==> src/rtl/uart_tx_framer.sv <==
// uart_tx_framer -- serialises one parallel word into an asynchronous serial frame:
//   start bit (0), DATA_WIDTH payload bits LSB first, optional parity bit, stop bit (1).
//
// Build option:
//   UART_TX_PARITY_EN  defined   : the latched parity bit is sent between data and stop.
//                      undefined : no parity state; the parity input is ignored.
//
// Parameters:
//   DATA_WIDTH    payload bits per frame
//   CLKS_PER_BIT  clock cycles per serial bit (1..65535)
//
// Ports:
//   clk     in   rising-edge clock
//   rst     in   asynchronous active-high reset
//   load    in   frame request, only looked at while idle
//   txdata  in   payload, latched when load is accepted
//   parity  in   parity bit, latched together with txdata
//   tx      out  serial line, idle high
//   busy    out  high while a frame is in progress
//   done    out  one-cycle pulse on the cycle the line returns to idle
module uart_tx_framer #(
  parameter int DATA_WIDTH   = 8,
  parameter int CLKS_PER_BIT = 16
) (
  input  logic                  clk,
  input  logic                  rst,
  input  logic                  load,
  input  logic [DATA_WIDTH-1:0] txdata,
  input  logic                  parity,
  output logic                  tx,
  output logic                  busy,
  output logic                  done
);

  // A one-cycle bit still needs a 1-bit counter to keep the declarations legal.
  localparam int CNT_W = (CLKS_PER_BIT > 1) ? $clog2(CLKS_PER_BIT) : 1;
  localparam int IDX_W = (DATA_WIDTH > 1) ? $clog2(DATA_WIDTH) : 1;
  localparam logic [CNT_W-1:0] CNT_MAX = CNT_W'(CLKS_PER_BIT - 1);
  localparam logic [IDX_W-1:0] IDX_MAX = IDX_W'(DATA_WIDTH - 1);

`ifdef UART_TX_PARITY_EN
  typedef enum logic [2:0] {
    IDLE   = 3'd0,
    START  = 3'd1,
    DATA   = 3'd2,
    PARITY = 3'd3,
    STOP   = 3'd4
  } state_t;
`else
  typedef enum logic [2:0] {
    IDLE   = 3'd0,
    START  = 3'd1,
    DATA   = 3'd2,
    STOP   = 3'd4
  } state_t;
`endif

  state_t                  state_q, state_d;
  logic [CNT_W-1:0]        cnt_q, cnt_d;
  logic [IDX_W-1:0]        idx_q, idx_d;
  logic [DATA_WIDTH-1:0]   shift_q, shift_d;
  logic                    done_q, done_d;
  logic                    bit_end;

`ifdef UART_TX_PARITY_EN
  logic                    par_q, par_d;
`else
  logic                    unused_parity;
  assign unused_parity = parity;
`endif

  always_ff @(posedge clk or posedge rst) begin
    if (rst) begin
      state_q <= IDLE;
      cnt_q   <= '0;
      idx_q   <= '0;
      shift_q <= '0;
      done_q  <= 1'b0;
`ifdef UART_TX_PARITY_EN
      par_q   <= 1'b0;
`endif
    end else begin
      state_q <= state_d;
      cnt_q   <= cnt_d;
      idx_q   <= idx_d;
      shift_q <= shift_d;
      done_q  <= done_d;
`ifdef UART_TX_PARITY_EN
      par_q   <= par_d;
`endif
    end
  end

  assign bit_end = (cnt_q == CNT_MAX);

  always_comb begin
    state_d = state_q;
    cnt_d   = cnt_q;
    idx_d   = idx_q;
    shift_d = shift_q;
    done_d  = 1'b0;
`ifdef UART_TX_PARITY_EN
    par_d   = par_q;
`endif
    // The bit counter advances inside a bit period and restarts at every bit boundary,
    // so it never wraps on its own.
    if (state_q != IDLE) begin
      cnt_d = bit_end ? '0 : cnt_q + CNT_W'(1);
    end
    case (state_q)
      IDLE: begin
        if (load) begin
          shift_d = txdata;
          cnt_d   = '0;
          idx_d   = '0;
          state_d = START;
`ifdef UART_TX_PARITY_EN
          par_d   = parity;
`endif
        end
      end
      START: begin
        if (bit_end) state_d = DATA;
      end
      DATA: begin
        if (bit_end) begin
          shift_d = shift_q >> 1;
          if (idx_q == IDX_MAX) begin
            idx_d = '0;
`ifdef UART_TX_PARITY_EN
            state_d = PARITY;
`else
            state_d = STOP;
`endif
          end else begin
            idx_d = idx_q + IDX_W'(1);
          end
        end
      end
`ifdef UART_TX_PARITY_EN
      PARITY: begin
        if (bit_end) state_d = STOP;
      end
`endif
      STOP: begin
        // Returning to IDLE here lets a load in the done cycle start the next
        // frame without an extra idle bit.
        if (bit_end) begin
          state_d = IDLE;
          done_d  = 1'b1;
        end
      end
      default: state_d = IDLE;
    endcase
  end

  // Line level decoded straight from registered state so reset forces it high at once.
  always_comb begin
    tx = 1'b1;
    case (state_q)
      START:  tx = 1'b0;
      DATA:   tx = shift_q[0];
`ifdef UART_TX_PARITY_EN
      PARITY: tx = par_q;
`endif
      default: tx = 1'b1;
    endcase
  end

  assign busy = (state_q != IDLE);
  assign done = done_q;

endmodule

==> config.mk <==
export PLATFORM = sky130hd
export DESIGN_NAME = uart_tx_framer
export DESIGN_NICKNAME = d
export VERILOG_FILES = /design/src/rtl/uart_tx_framer.sv
export SDC_FILE = /design/constraint.sdc
export NUM_CORES = 1
export LEC_CHECK = 0
export BUFFER_PORTS_ARGS = -buffer_cell sky130_fd_sc_hd__buf_2
export CAP_MARGIN = 20
export CORE_ASPECT_RATIO = 0.5
export CORE_MARGIN = 4
export CORE_UTILIZATION = 35
export CTS_CLUSTER_SIZE = 16
export DETAILED_ROUTE_END_ITERATION = 10
export GPL_ROUTABILITY_DRIVEN = 0
export GPL_TIMING_DRIVEN = 0
export PLACE_DENSITY_LB_ADDON = 0.15
export SYNTH_ARGS = -nofsm -noshare
export SYNTH_HDL_FRONTEND = slang
export SYNTH_SLANG_ARGS = --single-unit
==> constraint.sdc <==
create_clock -name clk -period 1.86 [get_ports clk]
set_input_delay 0.186 -clock clk [delete_from_list [all_inputs] [get_ports clk]]
set_output_delay 0.186 -clock clk [all_outputs]
set_load 0.005 [all_outputs]
== Word level (Yosys, flattened, before mapping) ==
Index checks and enable logic that the tools add are counted.

* Bits in registers: 19
* Input bits: 12
* Output and inout bits: 3
* Word-level logic and storage cells: 42

* $add $sub $neg: 2
* Equal/unequal tests: 10
* Mux-type cells: 20
* Reductions and logical operators: 5

{| class="wikitable"
|+ Operators with widths
! cell !! number
|-
| 2-to-1 mux 3 bit || 8
|-
| 2-to-1 mux 4 bit || 4
|-
| 2-to-1 mux 8 bit || 2
|-
| one-hot mux 8 bit (2 select lines) || 1
|-
| one-hot mux 3 bit (4 select lines) || 1
|-
| inequality test 2 bit (second input constant) || 5
|-
| == test 3 bit (second input constant) || 2
|-
| one-hot mux 3 bit (2 select lines) || 1
|-
| AND reduction 5 bit || 1
|-
| adder 4 x 1 -> 4 bit (second input constant) || 1
|-
| == test 4 bit (second input constant) || 1
|-
| adder 3 x 1 -> 3 bit (second input constant) || 1
|-
| == test 3 x 1 -> 1 bit (second input constant) || 1
|-
| == test 3 x 2 -> 1 bit (second input constant) || 1
|-
| logical NOT 3 bit || 1
|-
| AND reduction 3 bit || 1
|-
| nonzero test 3 bit || 1
|-
| 2-to-1 mux 1 bit || 2
|-
| one-hot mux 1 bit (2 select lines) || 1
|-
| nonzero test 2 bit || 1
|}

== Logic depth before layout (Yosys ltp) ==
* Depth in word-level cells: 5
* Gate-level depth with buffers: 5
* Gate-level depth less buffers: 4

== Worst setup path after synthesis ==
No wires, ideal clock.

* Path kind: register -> register
* Start point: register state_q[1]
* End point: register shift_q[0]
* Setup time: 0.123 ns
* Data arrival time: 1.316 ns
* Required time: 1.737 ns
* Path slack: 0.422 ns
* Stages on the path, launching flop included: 5
* Buffers on the path: 1
* Period minus slack after synthesis: 1.438 ns
* Path through: dfrtp_1 > buf_6 > nor4b_2 > or2b_1 > o221a_2

* Cells in the longest elaborated chain, start to end: 3
* Elaborated cells on any way between the ends: 7
* Classes of those cells: 3 x eq/ne; 1 x mux; 3 x reduce/logical

{| class="wikitable"
|+ RTL lines
! item !! RTL line !! text
|-
| start: declaration || 58 || <nowiki>state_t state_q, state_d;</nowiki>
|-
| start signal: assignment || 83 || <nowiki>state_q <= state_d;</nowiki>
|-
| == test 3 x 2 -> 1 bit or logical NOT 3 bit (tied branches) || 110 || <nowiki>case (state_q)</nowiki>
|-
| inequality test 2 bit (no line) or nonzero test 2 bit (tied branches) || - ||
|-
| AND reduction 3 bit (no line) || - ||
|-
| end signal: assignment || 86 || <nowiki>shift_q <= shift_d;</nowiki>
|-
| end: declaration || 61 || <nowiki>logic [DATA_WIDTH-1:0] shift_q, shift_d;</nowiki>
|}

Several ways; a longest one is shown, not always the timed one.
A chain may end at the register's enable or synchronous reset.

== Worst setup path in the final report ==
* Start point: register cnt_q[0]
* End point: register shift_q[5]

* Cells in the longest elaborated chain, start to end: 3

{| class="wikitable"
|+ RTL lines
! item !! RTL line !! text
|-
| start: declaration || 59 || <nowiki>logic [CNT_W-1:0] cnt_q, cnt_d;</nowiki>
|-
| start signal: assignment || 84 || <nowiki>cnt_q <= cnt_d;</nowiki>
|-
| == test 4 bit || 94 || <nowiki>assign bit_end = (cnt_q == CNT_MAX);</nowiki>
|-
| inequality test 2 bit (no line) || - ||
|-
| AND reduction 3 bit (no line) || - ||
|}

No other way between the ends.

==> impl_metrics.json <==
{
  "fp.dieH_um": 45.6,
  "postPlaceCellArea_um2": 1100,
  "outcome": "finished clean",
  "end_kind": "register",
  "crit_fanout": 8,
  "antenna_found_initial": 0,
  "synth-seq-area-share_pct": 48.0,
  "setup_violations": 0,
  "cts_resized": 0,
  "post_cts_buffers": 0,
  "num_rows": 13,
  "drive_gt1_share_pct": 32.1,
  "max_freq_mhz": 603,
  "clk_pin_slew_ns": 0.07,
  "period_minus_slack_ns": 1.66,
  "yosysUniqueCellTypes": 30,
  "rsz0062_at_grt": "false",
  "synthCells": 89,
  "drt-wirelength-per-cell_um": 13.8,
  "cpPeakStageDelay_ns": 0.41,
  "final_core_util_pct": 43.4,
  "syn_to_final_growth_pct": 16.3,
  "r2r_start": "cnt_q[0]",
  "viasPerCell": 5.20,
  "fin_area_um2": 1150,
  "cts_root_buf": "clkbuf_8",
  "first_iter_violations": 47,
  "tritoncts": "built",
  "track_usage_pct": 11.4,
  "layout_commonest_cell": "dfrtp_1",
  "dp_hpwl_mm": 1.49,
  "crit_family": "compound AO/OA/AOI/OAI gates",
  "firstDrtPassIters": 4,
  "ys_ff_latch": 19,
  "ios": 15,
  "max-cap-violations": 0,
  "port_buffers": 13,
  "crit_chain": "ha_1, nand3_1, o21ai_4, o221a_2",
  "synth_area_per_cell_um2": 11.1,
  "hold_viol_final": 0,
  "clock-sinks": 19,
  "ant_nets": 0,
  "fp.dieW_um": 83.2,
  "final_cell_mix": "dfrtp_1, buf_2, nand2_1",
  "clock_latency_ns": 0.25,
  "cts_hold_buffers": 0,
  "worstPathRequired_ns": 2.05,
  "finalClockSkew_ns": 0.00119,
  "grt_pass1_wl_mm": 3.35,
  "fin_crit_sh_pct": 89.1,
  "die_area_um2": 3790,
  "arrival_ns": 1.85,
  "p_leak_nw": 0.509,
  "powerDensity_nw_per_um2": 1210,
  "n_antenna_cell": 0,
  "grt_max_degree": 20,
  "cts_made_buffers": 3,
  "yosysWarnings": 0,
  "hold_path.class": "primary input to async pin",
  "drt-total-wl_mm": 1.98,
  "crit_path_start_kind": "register",
  "vdd_ir_drop_max_mv": 0.466,
  "r2r_cells": 4,
  "tightest_slew_ns": 0.727,
  "synth_area_um2": 990,
  "synthesis.nets": 104,
  "vias": 744,
  "cpMaxStageDelayCell": "dfrtp_1",
  "clockBufferDepth": 2,
  "overflow": 0,
  "slew_viol_final": 0,
  "grt_pass1_vias": 729,
  "reg2reg_slack_ns": 0.20,
  "r2r-end": "shift_q[5]",
  "cts_max_level": 1,
  "drcViolationCount": 0,
  "critPathKind": "register to register",
  "final.setup.tns_ns": 0,
  "nets": 122,
  "worst-path-buf-inv": 0,
  "core_um2": 2650,
  "max_slew_margin_pct": 51.5,
  "initial_core_util_pct": 37.3
}
[where the power goes]
part | switching [mW] | total [mW] | internal (mW)
clock network | 0.130 | 0.282 | 0.152
logic | 0.225 | 0.463 | 0.238
registers | 0.0968 | 0.649 | 0.552
total | 0.452 | 1.39 | 0.942
[cells in the mapped netlist]
cell type	instances	area, um^2
or4_1	1	7.51
nor3b_2	1	12.5
nor4b_2	1	15.0
or3b_1	1	8.76
o211ai_1	5	37.5
o2bb2ai_1	1	8.76
a31oi_1	1	6.26
o21ai_4	1	16.3
dfrtp_1	19	475
nand2_1	9	33.8
and3_1	1	6.26
or3b_2	1	8.76
nand2b_1	4	25.0
o22ai_1	1	6.26
mux2i_1	1	10.0
o221a_2	7	78.8
o21ai_0	3	15.0
ha_1	3	37.5
o31ai_1	1	7.51
nor3_1	1	5.00
nor2_1	3	11.3
nand3_1	3	15.0
or2_2	1	6.26
or2b_1	5	37.5
buf_4	1	7.51
inv_1	4	15.0
buf_6	3	33.8
nand3b_1	1	7.51
or4b_4	1	13.8
a21oi_1	4	20.0
[metrics by stage]
step,setup WS [ns],instances,hold WS [ns],power (mW)
floorplan,0.422,89,0.137,0.997
global placement,0.220,139,0.323,1.09
detailed placement,0.204,139,0.350,1.12
CTS,0.0935,143,0.0771,1.41
global route,0.0754,143,0.115,1.50
finish,0.202,143,0.0433,1.39
[per-layer routing]
metal | share of wire [%] | global-route usage, % | routed length (um)
met4 | 0 | 1.63 | 0
met5 | 0 | 0 | 0
met3 | 4.0 | 5.23 | 79
met2 | 47 | 19.4 | 934
met1 | 49 | 14.0 | 965
[state kept, by name, indices dropped and copies added, names as in the netlist]
register  cells
idx_q         3
state_q       3
cnt_q         4
done          1
shift_q       8
[cells by family (layout without fill, tap and decap cells)]
group                    after synthesis  in the layout  share of synthesized area, %
adder cells (fa/ha/maj)                3              3                          3.79
AO/OA/AOI/OAI                         24             24                          19.9
buffers and inverters                  8             25                          5.69
multiplexers                           1              1                          1.01
flip-flops                            19             19                          48.0
AND/OR/NAND/NOR                       34             34                          21.6
[worst max path at each step]
stage,from,cells after the start,to,slack (ns)
3_5_place_dp,state_q[1],4,shift_q[2],0.20
5_1_grt,state_q[2],3,shift_q[2],0.08
6_report,cnt_q[0],4,shift_q[5],0.20
3_3_place_gp,state_q[1],4,shift_q[3],0.22
2_1_floorplan,state_q[1],4,shift_q[0],0.42
4_1_cts,state_q[1],4,busy,0.09
[final cells by class]
| class | instances | area, um^2 |
|---|---|---|
| Fill cell | 260 | 1500 |
| Sequential cell | 19 | 475 |
| Multi-Input combinational cell | 62 | 463 |
| Timing Repair Buffer | 13 | 65.1 |
| Tap cell | 37 | 46.3 |
| Clock buffer | 4 | 45.0 |
| Buffer | 4 | 41.3 |
| Inverter | 4 | 15.0 |
Power figures use the tool's default switching activity.
